## src/rtl/alu_multdiv_if.sv

```systemverilog
// alu_multdiv_if: operand/opcode/result bus between the execute stage and
// the multi-cycle multiply/divide unit.
//   data_operandA/B : operands, only meaningful on a start cycle
//   ctrl_MULT/DIV   : single-cycle start pulses (MULT has priority)
//   data_result     : product low word or quotient, held until next completion
//   data_exception  : error flag for the last completed op
//   data_resultRDY  : one-cycle completion pulse
//   busy            : operation in flight
// master = processor side, slave = multiply/divide unit.
interface alu_multdiv_if #(
    parameter int WIDTH = 32
);
    logic [WIDTH-1:0] data_operandA;
    logic [WIDTH-1:0] data_operandB;
    logic             ctrl_MULT;
    logic             ctrl_DIV;
    logic [WIDTH-1:0] data_result;
    logic             data_exception;
    logic             data_resultRDY;
    logic             busy;

    modport master (
        output data_operandA, data_operandB, ctrl_MULT, ctrl_DIV,
        input  data_result, data_exception, data_resultRDY, busy
    );

    modport slave (
        input  data_operandA, data_operandB, ctrl_MULT, ctrl_DIV,
        output data_result, data_exception, data_resultRDY, busy
    );
endinterface

```

## src/rtl/alu_multdiv.sv

```systemverilog
// alu_multdiv: multi-cycle signed multiply / divide unit.
// Multiply is radix-2 shift-add over operand magnitudes; divide is restoring
// division over magnitudes. Sign is applied when the result is registered.
// Ports:
//   clock   : rising-edge clock
//   reset_n : synchronous active-low reset
//   bus     : alu_multdiv_if.slave (operands, start pulses, result, flags)
// Timing: start sampled at edge k, 32 iterations at edges k+1..k+32, result
// and data_resultRDY appear after edge k+33. A new start in any state aborts
// the current op (no RDY for it) and restarts with the new operands.
module alu_multdiv #(
    parameter int WIDTH = 32,
    parameter int CNT_W = 6
) (
    input  logic          clock,
    input  logic          reset_n,
    alu_multdiv_if.slave  bus
);

    typedef enum logic [1:0] {IDLE, MUL, DIV, DONE} state_t;

    state_t             state_q, state_d;
    logic [CNT_W-1:0]   cnt_q;
    // MUL: {partial product high, multiplier shifting out / product low}
    // DIV: {remainder, dividend shifting out / quotient shifting in}
    logic [2*WIDTH-1:0] acc_q;
    logic [WIDTH-1:0]   mag_a_q, mag_b_q;
    logic               neg_q;
    logic               dz_q;
    logic [WIDTH-1:0]   result_q;
    logic               exc_q;

    logic start_mul, start_div, start;
    logic load, step, finish;
    logic last;

    assign start_mul = bus.ctrl_MULT;
    assign start_div = bus.ctrl_DIV & ~bus.ctrl_MULT;
    assign start     = start_mul | start_div;
    assign last      = (cnt_q == CNT_W'(WIDTH));

    // ---------------- FSM ----------------
    always_ff @(posedge clock) begin
        if (!reset_n) state_q <= IDLE;
        else          state_q <= state_d;
    end

    always_comb begin
        state_d = state_q;
        load    = 1'b0;
        step    = 1'b0;
        finish  = 1'b0;
        if (start) begin
            // Start wins in every state, including the last iteration.
            load    = 1'b1;
            state_d = start_mul ? MUL : DIV;
        end else begin
            case (state_q)
                MUL, DIV: begin
                    if (last) begin
                        finish  = 1'b1;
                        state_d = DONE;
                    end else begin
                        step = 1'b1;
                    end
                end
                DONE:    state_d = IDLE;
                default: state_d = state_q;
            endcase
        end
    end

    // ---------------- operand magnitudes ----------------
    logic [WIDTH-1:0] abs_a, abs_b;
    assign abs_a = bus.data_operandA[WIDTH-1] ? -bus.data_operandA : bus.data_operandA;
    assign abs_b = bus.data_operandB[WIDTH-1] ? -bus.data_operandB : bus.data_operandB;

    // ---------------- multiply step ----------------
    // One extra bit on the high half keeps the add carry before the shift.
    logic [WIDTH:0]     mul_sum;
    logic [2*WIDTH-1:0] mul_next;
    assign mul_sum  = {1'b0, acc_q[2*WIDTH-1:WIDTH]} +
                      (acc_q[0] ? {1'b0, mag_a_q} : {(WIDTH+1){1'b0}});
    assign mul_next = {mul_sum, acc_q[WIDTH-1:1]};

    // ---------------- divide step ----------------
    // Shift remainder left, pulling in the next dividend bit; subtract if it fits.
    logic [WIDTH:0]     div_sh;
    logic               div_ge;
    logic [WIDTH-1:0]   div_rem;
    logic [2*WIDTH-1:0] div_next;
    assign div_sh   = acc_q[2*WIDTH-1:WIDTH-1];
    assign div_ge   = (div_sh >= {1'b0, mag_b_q});
    assign div_rem  = div_ge ? WIDTH'(div_sh - {1'b0, mag_b_q}) : div_sh[WIDTH-1:0];
    assign div_next = {div_rem, acc_q[WIDTH-2:0], div_ge};

    // ---------------- finalize ----------------
    logic [2*WIDTH-1:0] prod;
    logic               mul_exc;
    logic [WIDTH-1:0]   quo;
    logic               div_exc;
    assign prod    = neg_q ? -acc_q : acc_q;
    assign mul_exc = (prod[2*WIDTH-1:WIDTH] != {WIDTH{prod[WIDTH-1]}});
    assign quo     = neg_q ? -acc_q[WIDTH-1:0] : acc_q[WIDTH-1:0];
    // A positive quotient with the top bit set can only come from MIN / -1.
    assign div_exc = dz_q | (~neg_q & acc_q[WIDTH-1]);

    // ---------------- datapath ----------------
    always_ff @(posedge clock) begin
        if (!reset_n) begin
            cnt_q    <= '0;
            acc_q    <= '0;
            mag_a_q  <= '0;
            mag_b_q  <= '0;
            neg_q    <= 1'b0;
            dz_q     <= 1'b0;
            result_q <= '0;
            exc_q    <= 1'b0;
        end else if (load) begin
            cnt_q   <= '0;
            mag_a_q <= abs_a;
            mag_b_q <= abs_b;
            neg_q   <= bus.data_operandA[WIDTH-1] ^ bus.data_operandB[WIDTH-1];
            dz_q    <= (bus.data_operandB == '0);
            acc_q   <= start_mul ? {{WIDTH{1'b0}}, abs_b} : {{WIDTH{1'b0}}, abs_a};
        end else if (step) begin
            cnt_q <= cnt_q + CNT_W'(1);
            acc_q <= (state_q == MUL) ? mul_next : div_next;
        end else if (finish) begin
            if (state_q == MUL) begin
                result_q <= prod[WIDTH-1:0];
                exc_q    <= mul_exc;
            end else begin
                result_q <= div_exc ? '0 : quo;
                exc_q    <= div_exc;
            end
        end
    end

    assign bus.data_result    = result_q;
    assign bus.data_exception = exc_q;
    assign bus.data_resultRDY = (state_q == DONE);
    assign bus.busy           = (state_q == MUL) || (state_q == DIV);

endmodule

```

## src/flat_wrapper.sv

```systemverilog
// flat-port wrapper written by rule: the top's interface ports become plain ports
module alu_multdiv_flat 
#(
    parameter int WIDTH = 32,
    parameter int CNT_W = 6
)
  (clock, reset_n, bus_data_operandA, bus_data_operandB, bus_ctrl_MULT, bus_ctrl_DIV, bus_data_result, bus_data_exception, bus_data_resultRDY, bus_busy);
  alu_multdiv_if #(.WIDTH(WIDTH)) bus_i ();
  input  logic clock;
  input  logic reset_n;
  input wire logic [$bits(bus_i.data_operandA)-1:0] bus_data_operandA;
  input wire logic [$bits(bus_i.data_operandB)-1:0] bus_data_operandB;
  input wire logic [$bits(bus_i.ctrl_MULT)-1:0] bus_ctrl_MULT;
  input wire logic [$bits(bus_i.ctrl_DIV)-1:0] bus_ctrl_DIV;
  output wire logic [$bits(bus_i.data_result)-1:0] bus_data_result;
  output wire logic [$bits(bus_i.data_exception)-1:0] bus_data_exception;
  output wire logic [$bits(bus_i.data_resultRDY)-1:0] bus_data_resultRDY;
  output wire logic [$bits(bus_i.busy)-1:0] bus_busy;
  assign bus_i.data_operandA = bus_data_operandA;
  assign bus_i.data_operandB = bus_data_operandB;
  assign bus_i.ctrl_MULT = bus_ctrl_MULT;
  assign bus_i.ctrl_DIV = bus_ctrl_DIV;
  assign bus_data_result = bus_i.data_result;
  assign bus_data_exception = bus_i.data_exception;
  assign bus_data_resultRDY = bus_i.data_resultRDY;
  assign bus_busy = bus_i.busy;
  alu_multdiv #(.WIDTH(WIDTH), .CNT_W(CNT_W)) u_core (.clock(clock), .reset_n(reset_n), .bus(bus_i));
endmodule
```

## config.mk

```make
export PLATFORM = sky130hd
export DESIGN_NAME = alu_multdiv_flat
export DESIGN_NICKNAME = d
export VERILOG_FILES = /design/src/rtl/alu_multdiv_if.sv /design/src/rtl/alu_multdiv.sv /design/src/flat_wrapper.sv
export SDC_FILE = /design/constraint.sdc
export NUM_CORES = 1
export LEC_CHECK = 0
export ABC_AREA = 1
export ABC_CLOCK_PERIOD_IN_PS = 3800
export CAP_MARGIN = 20
export CORE_ASPECT_RATIO = 1.4
export CORE_MARGIN = 3
export CORE_UTILIZATION = 29
export CTS_BUF_LIST = sky130_fd_sc_hd__clkbuf_4
export DETAILED_ROUTE_END_ITERATION = 12
export PLACE_DENSITY = 0.55
export SETUP_SLACK_MARGIN = 0.15
export SLEW_MARGIN = 20
export SYNTH_ARGS = -nofsm -noshare
export SYNTH_HDL_FRONTEND = slang
export SYNTH_SLANG_ARGS = --single-unit
```

## constraint.sdc

```tcl
create_clock -name clock -period 3.8 [get_ports clock]
set_input_delay 0.57 -clock clock [delete_from_list [all_inputs] [get_ports clock]]
set_output_delay 0.57 -clock clock [all_outputs]
set_load 0.02 [all_outputs]
```

==> metrics.md <==
| Metric | Value |
|---|---|
| Hold WC Path Type | flop to flop |
| Vias | 18.31k |
| Post-synth top area share | 22.12% |
| Num ports | 103 |
| Outcome | complete, no violations |
| Most used DFF post-synth | dfxtp_1 |
| Setup_tns | 0 ns |
| Hold_ws | 0.4775 ns |
| Clock Skews | 0.03245 ns |
| Area taken by multi-input logic gates | 10370 sq um |
| Seq/Total Area, Yosys | 22.12% |
| Post-CTS sizing | 0 |
| Worst-Skew Late Latency | 0.67 ns |
| Final min period | 3.431 ns |
| Most frequent CP cell | nand2_1 |
| Post-synth EDFFs | 0 |
| CP Launch Type | flop |
| Period utilisation layout | 90.30% |
| CP top delay family | compound AO/OA/AOI/OAI gates |
| Nets | 2885 |
| Worst path cell trace | ha_1 > a21oi_1 > o21ai_0 > a21oi_1 > o21bai_1 > nand2_1 > nand2_1 > nand2_1 > nand2_1 > xnor2_1 > nand2_1 > nand4_1 > a21oi_1 |
| Initial antenna violation count | 1 |
| Postcts setup bufs | 0 |
| MaxCap Viol Count | 0 |
| Via count of the first global-routing pass | 17.90k |
| Final setup viols | 0 |
| Final HPWL from detailed placement | 62340 um |
| CP peak stage delay | 0.67 ns |
| Area Growth Syn to Fin | 15.08% |
| WP data required | 4.35 ns |
| Mapped cell area | 15480 sq um |
| Tot Pwr | 5461 uW |
| Netlist cell types | 60 |
| Hold Buf Count CTS | 0 |
| Register area | 3425 sq um |
| CP bufs+invs | 0 |
| Most numerous cell in the Yosys netlist | nand2_1 |
| Die height | 279.3 um |
| Setup crit end kind | flop |
| Flops & latches, synth | 171 |
| GRT Total Usage | 25.87% |
| Remaining global-route overflow | 0 |
| CTS H-tree lvls | 4 |
| Pwr/cell area | 306.6 nW/um^2 |
| Ys Warns | 0 |
| Critical path class | flop to flop |
| Max Root-Sink Buffers | 2 |
| Worst path slowest cell | dfxtp_1 |
| Lkg Pwr | 0.008355 uW |
| Area of the die | 56220 sq um |
| Final wirelength | 75020 um |
| Relative slew slack | 36.10% |
| Most frequent cells after synthesis | nand2_1, inv_1, nor2_1 |
| DP Worst Slack | 0.4434 ns |
| Layout cells sized above 1 | 5.332% |
| Clock transition at path regs | 0.19 ns |
| Input/output buffers | 102 |
| Max IR drop VDD | 0.2424 mV |
| Global-route wire length before repair | 109700 um |
| Worst Tran Pin Value | 0.9526 ns |
| RSZ-0062 raised after global routing | false |
| Drt via density | 5.279 |
| Final worst slack | 0.3686 ns |
| CTS Buf Count | 17 |
| Fill cells | 5929 |
| Syn avg cell area | 5.852 sq um |
| Max-slew violation count | 0 |
| Max Fanout on Critical Path | 7 |
| Mapped Nets | 2786 |
| Synth async-reset ratio | 0% |
| Die Wd | 201.2 um |
| DR pass1 iterations | 6 |
| Core Region | 52400 sq um |
| CTS tree | done |
| Initial Util | 29.54% |
| Remaining antenna violation count | 0 |
| Cell count after synthesis | 2645 |
| DRT iter0 DRCs | 1520 |
| GP Congestion | 1.035 |
| Synth area leader | dfxtp_1 |
| Final Hold Fails | 0 |
| Row count | 99 |
| Max Fclk | 291.4 MHz |
| Root buf cell | clkbuf_4 |
| Largest net degree at the start of global routing | 78 |
| CTS Sinks | 171 |
| Largest cells by area after synthesis | dfxtp_1, nand2_1, inv_1 |
| FF-to-FF setup slack | 0.37 ns |
| WP data arrival | 3.98 ns |
| Average wire per standard cell | 21.63 um |
| Drt drc | 0 |
[cell families after synthesis]
group	after synthesis	synth area share (%)
compound gates	533	19.36
flops	171	22.12
fa+ha+maj	73	5.998
simple gates	1348	36.56
xor+xnor	89	5.036
buf+inv	431	10.92
[cell type report]
class	count	share of cell area [%]
antenna	5	0.07024
clock buffer	17	0.7165
clock inverter	15	0.8921
inverter	345	7.291
multi-input combinational	2043	58.23
sequential	171	19.23
tap	707	4.966
timing repair buffer	166	8.612
[worst reg2reg max path, stage by stage, from the launching register on]
cell and delay (ns):
dfxtp_1 0.67, ha_1 0.42, a21oi_1 0.35, o21ai_0 0.17, a21oi_1 0.41, o21bai_1 0.24
nand2_1 0.10, nand2_1 0.11, nand2_1 0.08, nand2_1 0.07, xnor2_1 0.44, nand2_1 0.12
nand4_1 0.09, a21oi_1 0.07
[power breakdown]
| part | internal (uW) | switching [uW] | leakage (uW) |
|---|---|---|---|
| sequential | 1900 | 128 | 0.00140 |
| combinational | 714 | 1600 | 0.00680 |
| clock | 296 | 824 | 0.000151 |
| total | 2910 | 2550 | 0.00836 |
[layer usage]
layer	share of wire (%)	wire [um]	vias up	global-route usage, %
met4	10	7550	0	20.91
met2	49	36850	691	46.84
met5	0	0	-	0
li1	-	-	8851	-
met1	37	27860	8526	27.45
met3	3.7	2761	245	2.220
[metrics by stage]
| step | utilization (%) | instances | cell area, sq um |
|---|---|---|---|
| final | 33.99 | 3469 | 17810 |
| after global routing | 33.99 | 3469 | 17810 |
| after CTS | 33.97 | 3464 | 17800 |
| after detailed placement | 33.42 | 3432 | 17510 |
| after global placement | 33.40 | 3431 | 17500 |
| after floorplan | - | 2645 | 15480 |
[final timing paths]
path / from / to / cells past startpoint
hold reg to reg: u_core.bus.data_result[22]$_SDFFE_PN0P_ / u_core.bus.data_result[22]$_SDFFE_PN0P_ / 2
setup / recovery: u_core.acc_q[37]$_SDFFE_PN0N_ / u_core.acc_q[55]$_SDFFE_PN0N_ / 13
setup reg to reg: u_core.acc_q[37]$_SDFFE_PN0N_ / u_core.acc_q[55]$_SDFFE_PN0N_ / 13
hold / removal: u_core.bus.data_result[22]$_SDFFE_PN0P_ / u_core.bus.data_result[22]$_SDFFE_PN0P_ / 2
[cell usage in the layout, fill, tap and decap left out, types with 5 or more instances in the layout]
cell type and count:
nand3_1 156, nor2_1 304, nor3_1 26, nand3b_1 14, ha_1 70, o21bai_1 8, nand4_1 45, o22ai_1 36
xor2_1 58, a21oi_1 213, a22o_1 12, buf_4 61, clkinv_1 7, nor2_2 6, inv_1 331, nor4_1 10
o221ai_1 12, nand2_1 750, dfxtp_1 170, a21o_1 6, clkdlybuf4s50_1 102, clkbuf_4 17, diode_2 5, nand2_2 8
o211ai_1 29, o21ai_1 8, o21ai_0 182, nor3_2 6, xnor2_1 31, or2_2 8, inv_2 6, o21a_1 6
[sequential cells by signal, summed over array words and instances (netlist names)]
signal	cells
u_core.bus.data_exception	1
u_core.dz_q	1
u_core.mag_a_q	32
u_core.neg_q	1
u_core.acc_q	64
u_core.state_q	2
u_core.mag_b_q	32
u_core.bus.data_result	32
u_core.cnt_q	6
Note: power is estimated with default switching activity, not from simulation.
